--- config.mk ---
export PLATFORM = sky130hd
export DESIGN_NAME = gfp8_dot_sequencer
export DESIGN_NICKNAME = d
export VERILOG_FILES = /design/src/rtl/gfp8_bcv_pkg.sv /design/src/rtl/gfp8_dot_sequencer.sv
export SDC_FILE = /design/constraint.sdc
export NUM_CORES = 1
export LEC_CHECK = 0
export BUFFER_PORTS_ARGS = -buffer_cell sky130_fd_sc_hd__buf_2
export CORE_AREA = 8 8 448 450
export CTS_CLUSTER_DIAMETER = 120
export DETAILED_ROUTE_END_ITERATION = 7
export DIE_AREA = 0 0 456 458
export SLEW_MARGIN = 20
export SYNTH_ARGS = -nofsm -noshare
export SYNTH_HDL_FRONTEND = slang
export SYNTH_SLANG_ARGS = --single-unit
--- constraint.sdc ---
create_clock -name i_clk -period 4.2 [get_ports i_clk]
set_input_delay 0.21 -clock i_clk [delete_from_list [all_inputs] [get_ports i_clk]]
set_output_delay 0.21 -clock i_clk [all_outputs]
set_load 0.02 [all_outputs]
--- src/rtl/gfp8_bcv_pkg.sv ---
// Shared types and constants for the GFP8 block dot-product path.
package gfp8_bcv_pkg;

   localparam int MANT_W   = 8;
   localparam int EXP_W    = 5;
   localparam int EXP_BIAS = 15;
   localparam int DOUT_W   = 48;

   typedef enum logic [1:0] {
      IDLE  = 2'd0,
      RUN   = 2'd1,
      DRAIN = 2'd2,
      DONE  = 2'd3
   } seq_state_t;

   // Result of one block dot product: integer mantissa sum plus combined exponent.
   typedef struct packed {
      logic signed [DOUT_W-1:0] mant;
      logic signed [EXP_W+1:0]  exp;
   } gfp8_res_t;

endpackage

--- src/rtl/gfp8_dot_sequencer.sv ---
// Drives an external accumulate-mode integer MAC through one GFP8 block dot product:
// takes a command, streams operand beats, waits out the MAC pipeline, returns the sum.
module gfp8_dot_sequencer #(
   parameter int NUM_MULT = 32,
   parameter int MANT_W   = gfp8_bcv_pkg::MANT_W,
   parameter int EXP_W    = gfp8_bcv_pkg::EXP_W,
   parameter int DOUT_W   = gfp8_bcv_pkg::DOUT_W,
   parameter int MAC_LAT  = 2,
   parameter int LEN_W    = 8
) (
   input  logic                         i_clk,
   input  logic                         i_reset,
   input  logic                         i_cmd_valid,
   output logic                         o_cmd_ready,
   input  logic [LEN_W-1:0]             i_cmd_len,
   input  logic [EXP_W-1:0]             i_cmd_exp_a,
   input  logic [EXP_W-1:0]             i_cmd_exp_b,
   input  logic                         i_op_valid,
   output logic                         o_op_ready,
   input  logic [NUM_MULT*MANT_W-1:0]   i_op_a,
   input  logic [NUM_MULT*MANT_W-1:0]   i_op_b,
   output logic [NUM_MULT*MANT_W-1:0]   o_mac_din_a,
   output logic [NUM_MULT*MANT_W-1:0]   o_mac_din_b,
   output logic                         o_mac_load,
   output logic                         o_mac_ce,
   input  logic [DOUT_W-1:0]            i_mac_dout,
   output logic                         o_res_valid,
   input  logic                         i_res_ready,
   output logic [DOUT_W-1:0]            o_res_mant,
   output logic [EXP_W+1:0]             o_res_exp,
   output logic                         o_busy
);
   import gfp8_bcv_pkg::*;

   localparam int DRN_W = (MAC_LAT > 1) ? $clog2(MAC_LAT) : 1;

   seq_state_t              state, state_nxt;
   logic [LEN_W-1:0]        len_q;
   logic [LEN_W-1:0]        beat_cnt;
   logic [DRN_W-1:0]        drain_cnt;
   logic signed [EXP_W+1:0] exp_sum;
   logic [EXP_W+1:0]        exp_calc;
   gfp8_res_t               res_q;
   logic                    res_valid;
   logic                    last_beat;
   logic                    drain_end;

   // Combined block exponent, biases removed; widened by two bits so it stays signed-safe.
   always_comb begin
      exp_calc = {2'b00, i_cmd_exp_a} + {2'b00, i_cmd_exp_b} - (EXP_W+2)'(2*EXP_BIAS);
   end

   assign last_beat = (beat_cnt == len_q - LEN_W'(1));
   assign drain_end = (drain_cnt == DRN_W'(MAC_LAT-1));

   // State register.
   always_ff @(posedge i_clk) begin
      if (i_reset) state <= IDLE;
      else         state <= state_nxt;
   end

   // Next-state and handshake/enable outputs.
   always_comb begin
      state_nxt   = state;
      o_cmd_ready = 1'b0;
      o_op_ready  = 1'b0;
      o_mac_ce    = 1'b1;
      o_busy      = 1'b1;
      case (state)
         IDLE: begin
            o_cmd_ready = 1'b1;
            o_mac_ce    = 1'b0;
            o_busy      = 1'b0;
            if (i_cmd_valid)
               state_nxt = (i_cmd_len == '0) ? DONE : RUN;
         end
         RUN: begin
            o_op_ready = 1'b1;
            if (i_op_valid && last_beat) state_nxt = DRAIN;
         end
         DRAIN: begin
            if (drain_end) state_nxt = DONE;
         end
         DONE: begin
            if (i_res_ready) state_nxt = IDLE;
         end
         default: state_nxt = IDLE;
      endcase
   end

   // Datapath: MAC feed registers, counters and the held result. MAC inputs default to
   // zero every cycle so bubbles and drain cycles add nothing to the accumulator.
   always_ff @(posedge i_clk) begin
      if (i_reset) begin
         len_q       <= '0;
         beat_cnt    <= '0;
         drain_cnt   <= '0;
         exp_sum     <= '0;
         res_q       <= '0;
         res_valid   <= 1'b0;
         o_mac_din_a <= '0;
         o_mac_din_b <= '0;
         o_mac_load  <= 1'b0;
      end else begin
         o_mac_din_a <= '0;
         o_mac_din_b <= '0;
         o_mac_load  <= 1'b0;
         case (state)
            IDLE: begin
               if (i_cmd_valid) begin
                  len_q     <= i_cmd_len;
                  exp_sum   <= exp_calc;
                  beat_cnt  <= '0;
                  drain_cnt <= '0;
                  if (i_cmd_len == '0) begin
                     res_q.mant <= '0;
                     res_q.exp  <= exp_calc;
                     res_valid  <= 1'b1;
                  end
               end
            end
            RUN: begin
               if (i_op_valid) begin
                  o_mac_din_a <= i_op_a;
                  o_mac_din_b <= i_op_b;
                  o_mac_load  <= (beat_cnt == '0);
                  beat_cnt    <= beat_cnt + LEN_W'(1);
                  drain_cnt   <= '0;
               end
            end
            DRAIN: begin
               drain_cnt <= drain_cnt + DRN_W'(1);
               if (drain_end) begin
                  res_q.mant <= i_mac_dout;
                  res_q.exp  <= exp_sum;
                  res_valid  <= 1'b1;
               end
            end
            DONE: begin
               if (i_res_ready) res_valid <= 1'b0;
            end
            default: ;
         endcase
      end
   end

   assign o_res_valid = res_valid;
   assign o_res_mant  = res_q.mant;
   assign o_res_exp   = res_q.exp;

endmodule

==> run summary <==
Synthesized-area fraction occupied by ao, oa, aoi and oai cells: 0.0438. Initial standard-cell utilization of the core: 0.0905. Summing all non-filler instances in the final layout gives an area of 34,700 um2. Summing every instance area after synthesis gives 17,500 um2.

The proportion of register bits with asynchronous set or reset after synthesis is 0. For the worst flop-to-flop path, the logic depth is 6. The worst setup path is of the reg2reg kind.

The layout-stage area growth over the synthesis result came out at 98.2%. After layout, the worst setup slack is 1.44 ns. The worst min-delay path class was in2reg. Synthesis produced a netlist with a net count of 2,099. The xor/xnor share of the synthesized area is 0.00950, and the slew at the pin closest to its max-slew limit is 1.06 ns. TritonCTS built the clock tree. The clock period minus final worst setup slack is 2.76 ns, and the maximum clock rate is 0.362 GHz. The tools report the max-slew violation count as 0.

The tools report the startpoint of the lowest-slack hold path as i_cmd_exp_a[0]. From bottom edge to top edge, the die measures 458 um. STA puts the critical path data arrival time at 3.35 ns.

For this design the static power due to leakage is 16.2 nW. Setup violations remaining at the end of the flow were counted as 0. 1,156 I/O pins were placed.

The logs give 26,200 um2 for the instance area at placement and 0.179 for the share of the core filled with cells. For the later-pin clock latency in the skew report, the log shows 0.70 ns. The initial antenna violation count was 143; the average cell area after synthesis was 11.7 um2. The largest net degree at the start of global routing was 149. The number of hold violations in the final report is 0.

Walking the worst path, the cells encountered are inv_1 -> ha_1 -> nand2_1 -> nor2_4 -> buf_12 -> and2_1. dfxtp_1 is the most common cell in the netlist. The synthesis warning total is 0, and the share of final-layout standard cells stronger than drive strength 1 is 0.408.

Clock tree synthesis selected as its root buffer the cell clkbuf_16. Dividing total power by cell area gives a power density of 466 nW/um2. CTS saw 595 sinks. The count of nets left with antenna violations once routing finished came out at 0. The worst clock skew was 0.0230 ns; the proportion of netlist area held by the largest area contributor was 0.680.

The cell with the biggest individual delay on the critical path is nor2_4. Yosys mapped a number of flops with a built-in enable equal to 0. The worst hold path passes through 4 cells. For this run, the leading register cell type out of synthesis is dfxtp_1. The routed layout has 18,800 vias. The fraction of synthesized area in multiplexers came out at 0.00236. The congestion estimate from routability-driven global placement came to 1.03. The global-route total usage across every layer came out at 0.153. The die covers 209,000 um2. VDD sags by at most 0.266 mV. The core area is 194,000 um2. Pre-CTS setup slack: 1.35 ns. After the flow finishes, the layout carries non-filler instances totaling 5,867. The number of gates resized after CTS was 0.

STA classifies the critical path startpoint as a flip-flop. For this run, design rule violations remaining after detail routing come to 0. The accumulated negative setup slack was 0 ns; the cell row count was 162. In this run the critical register-to-register path is captured at o_mac_din_b[31].

For the overflow left after global routing, the log shows 0. In the routed layout, each cell is associated on average with a via count of 3.20. Data on the critical path is required at its endpoint by 4.78 ns. Adder-cell share of the synthesized area: 0.0144. The number of global-route vias before repair was 19,600. The number of fillers in the final layout is 21,500, and the total number of nets in the final design is 3,834. In this run the worst path has a maximum fanout of 148. The count of cell types in the netlist is 47. Ranked by instance count, the synthesized netlist is headed by dfxtp_1 (595), and2_1 (512), clkbuf_1 (72), nor2_1 (61), nand2_1 (36). The worst setup path is captured at a flip-flop. After synthesis, the largest family of logic cells by area is simple AND/OR/NAND/NOR gates.

The startpoint identified for the worst register-to-register timing path is state[1]. Counting the buffers created by CTS gives 79. The first global-routing pass estimated 209,000 um of wire.

In this run the tool buffered the top-level ports with 1,155 buffer cells. For the max-slew headroom at the worst pin, the log shows 0.293. The flow ran to the end, and the final reports show no timing, DRC or antenna violations. The tightest hold path in the finished design has a slack of 0.105 ns.

The number of placed cells counting well taps came out at 5,119. The count of state elements after synthesis works out to 595. The H-tree was split into 3 levels. The cell type group with the largest total delay on the critical path was simple AND/OR/NAND/NOR gates. The die is 456 um wide. Counting both buffers and inverters, the worst setup path holds a total of 2.

The tools report the register area share after synthesis as 0.680. Synthesis produced a netlist whose cell count is 1,497. The tools report the number of buffers on the longest clock path as 3. The critical path's largest stage delay was 0.61 ns; the number of iterations in the first detailed-routing pass was 5. Wires add up to 169,000 um. The DRC violation total after the first TritonRoute iteration is 1,468, and the power consumption is 16.2 mW.

After clock tree synthesis, the clock-pin slew on the worst setup and hold paths is 0.06 ns. For hold timing, the worst endpoint is o_res_exp[0]. The portion of the clock cycle consumed by the worst path in the final layout works out to 0.658. Setup repair after global routing left no endpoint under its margin.

The simple-gate portion of the synthesized area works out to 0.224. Across the run, the number of max-cap violations was 0. Post-detailed-route wirelength per cell: 28.7 um.

Sorting the synthesized cells by area gives the leading types as dfxtp_1 (68%), and2_1 (18%), clkbuf_1 (1.5%), a22oi_2 (1.4%), nor2_1 (1.3%). Across all register-to-register paths, the minimum setup slack is 1.44 ns. Detailed-placement wirelength estimate: 146,000 um. Dominant cell type by area after synthesis: dfxtp_1.
## state kept, by name (all words and copies together), names as in the netlist
name and flops:
drain_cnt 1, exp_sum 7, state 2, beat_cnt 8, o_res_mant 48, o_res_valid 1
len_q 8, o_mac_din_b 256, o_res_exp 7, o_mac_load 1, o_mac_din_a 256
## timing repair
action | 4_1_cts | 5_1_grt
hold buffers | 574 | 0
setup buffers | 0 | 0
hold endpoints to repair | 572 | 0
## routing by layer
metal / global-route usage / wire, um / vias to the layer above
met3: 0.0960 / 24500 / 360
li1: - / - / 8227
met2: 0.244 / 76000 / 1179
met1: 0.167 / 61500 / 8997
met5: 0 / 207 / -
met4: 0.0501 / 6310 / 32
## worst min-delay path, stage by stage
cell and delay, ns:
buf_2 0.10, ha_1 0.14, mux2i_1 0.07, a211oi_1 0.22
## cells by family after synthesis
| logic type | after synthesis |
|---|---|
| AO/OA/AOI/OAI | 96 |
| XOR/XNOR | 19 |
| adder cells (fa/ha/maj) | 19 |
| buffers and inverters | 99 |
| flip-flops | 595 |
| multiplexers | 4 |
| AND/OR/NAND/NOR | 665 |
## where the power goes
part / total [mW] / internal [mW] / switching (mW)
combinational: 2.90 / 1.08 / 1.82
clock: 7.13 / 4.20 / 2.93
sequential: 6.13 / 6.00 / 0.128
total: 16.2 / 11.3 / 4.88
## layout make-up
class / instances / area [um2] / area share
Clock inverter: 39 / 455 / 0.0131
Multi-Input combinational cell: 803 / 5160 / 0.149
Sequential cell: 595 / 11900 / 0.343
Inverter: 17 / 63.8 / 0.00184
Clock buffer: 105 / 2240 / 0.0644
Timing Repair Buffer: 1736 / 11600 / 0.335
Antenna cell: 30 / 75.1 / 0.00216
Tap cell: 2542 / 3180 / 0.0917
## worst max-delay path by stage
stage / endpoint / slack [ns] / cells past startpoint / start
floorplan: o_res_exp[5] / 2.24 / 12 / i_cmd_exp_a[1]
global route: o_res_mant[11] / 1.29 / 8 / state[0]
detailed placement: o_res_mant[26] / 1.35 / 8 / i_cmd_len[2]
global placement: o_res_mant[4] / 1.41 / 8 / i_cmd_len[2]
finish: o_mac_din_b[31] / 1.44 / 6 / state[1]
CTS: o_mac_din_b[31] / 1.58 / 6 / state[1]
## layout by cell type, fill, tap and decap left out, drive strengths merged, types with 26 or more instances in the layout
master / Yosys / layout
dlygate4sd3: 0 / 574
diode: 0 / 30
and2: 512 / 512
inv: 17 / 26
dfxtp: 595 / 595
nor2: 81 / 81
clkbuf: 72 / 105
buf: 10 / 1162
a22oi: 48 / 48
nand2: 36 / 36
Note: power is estimated with default switching activity, not from simulation.
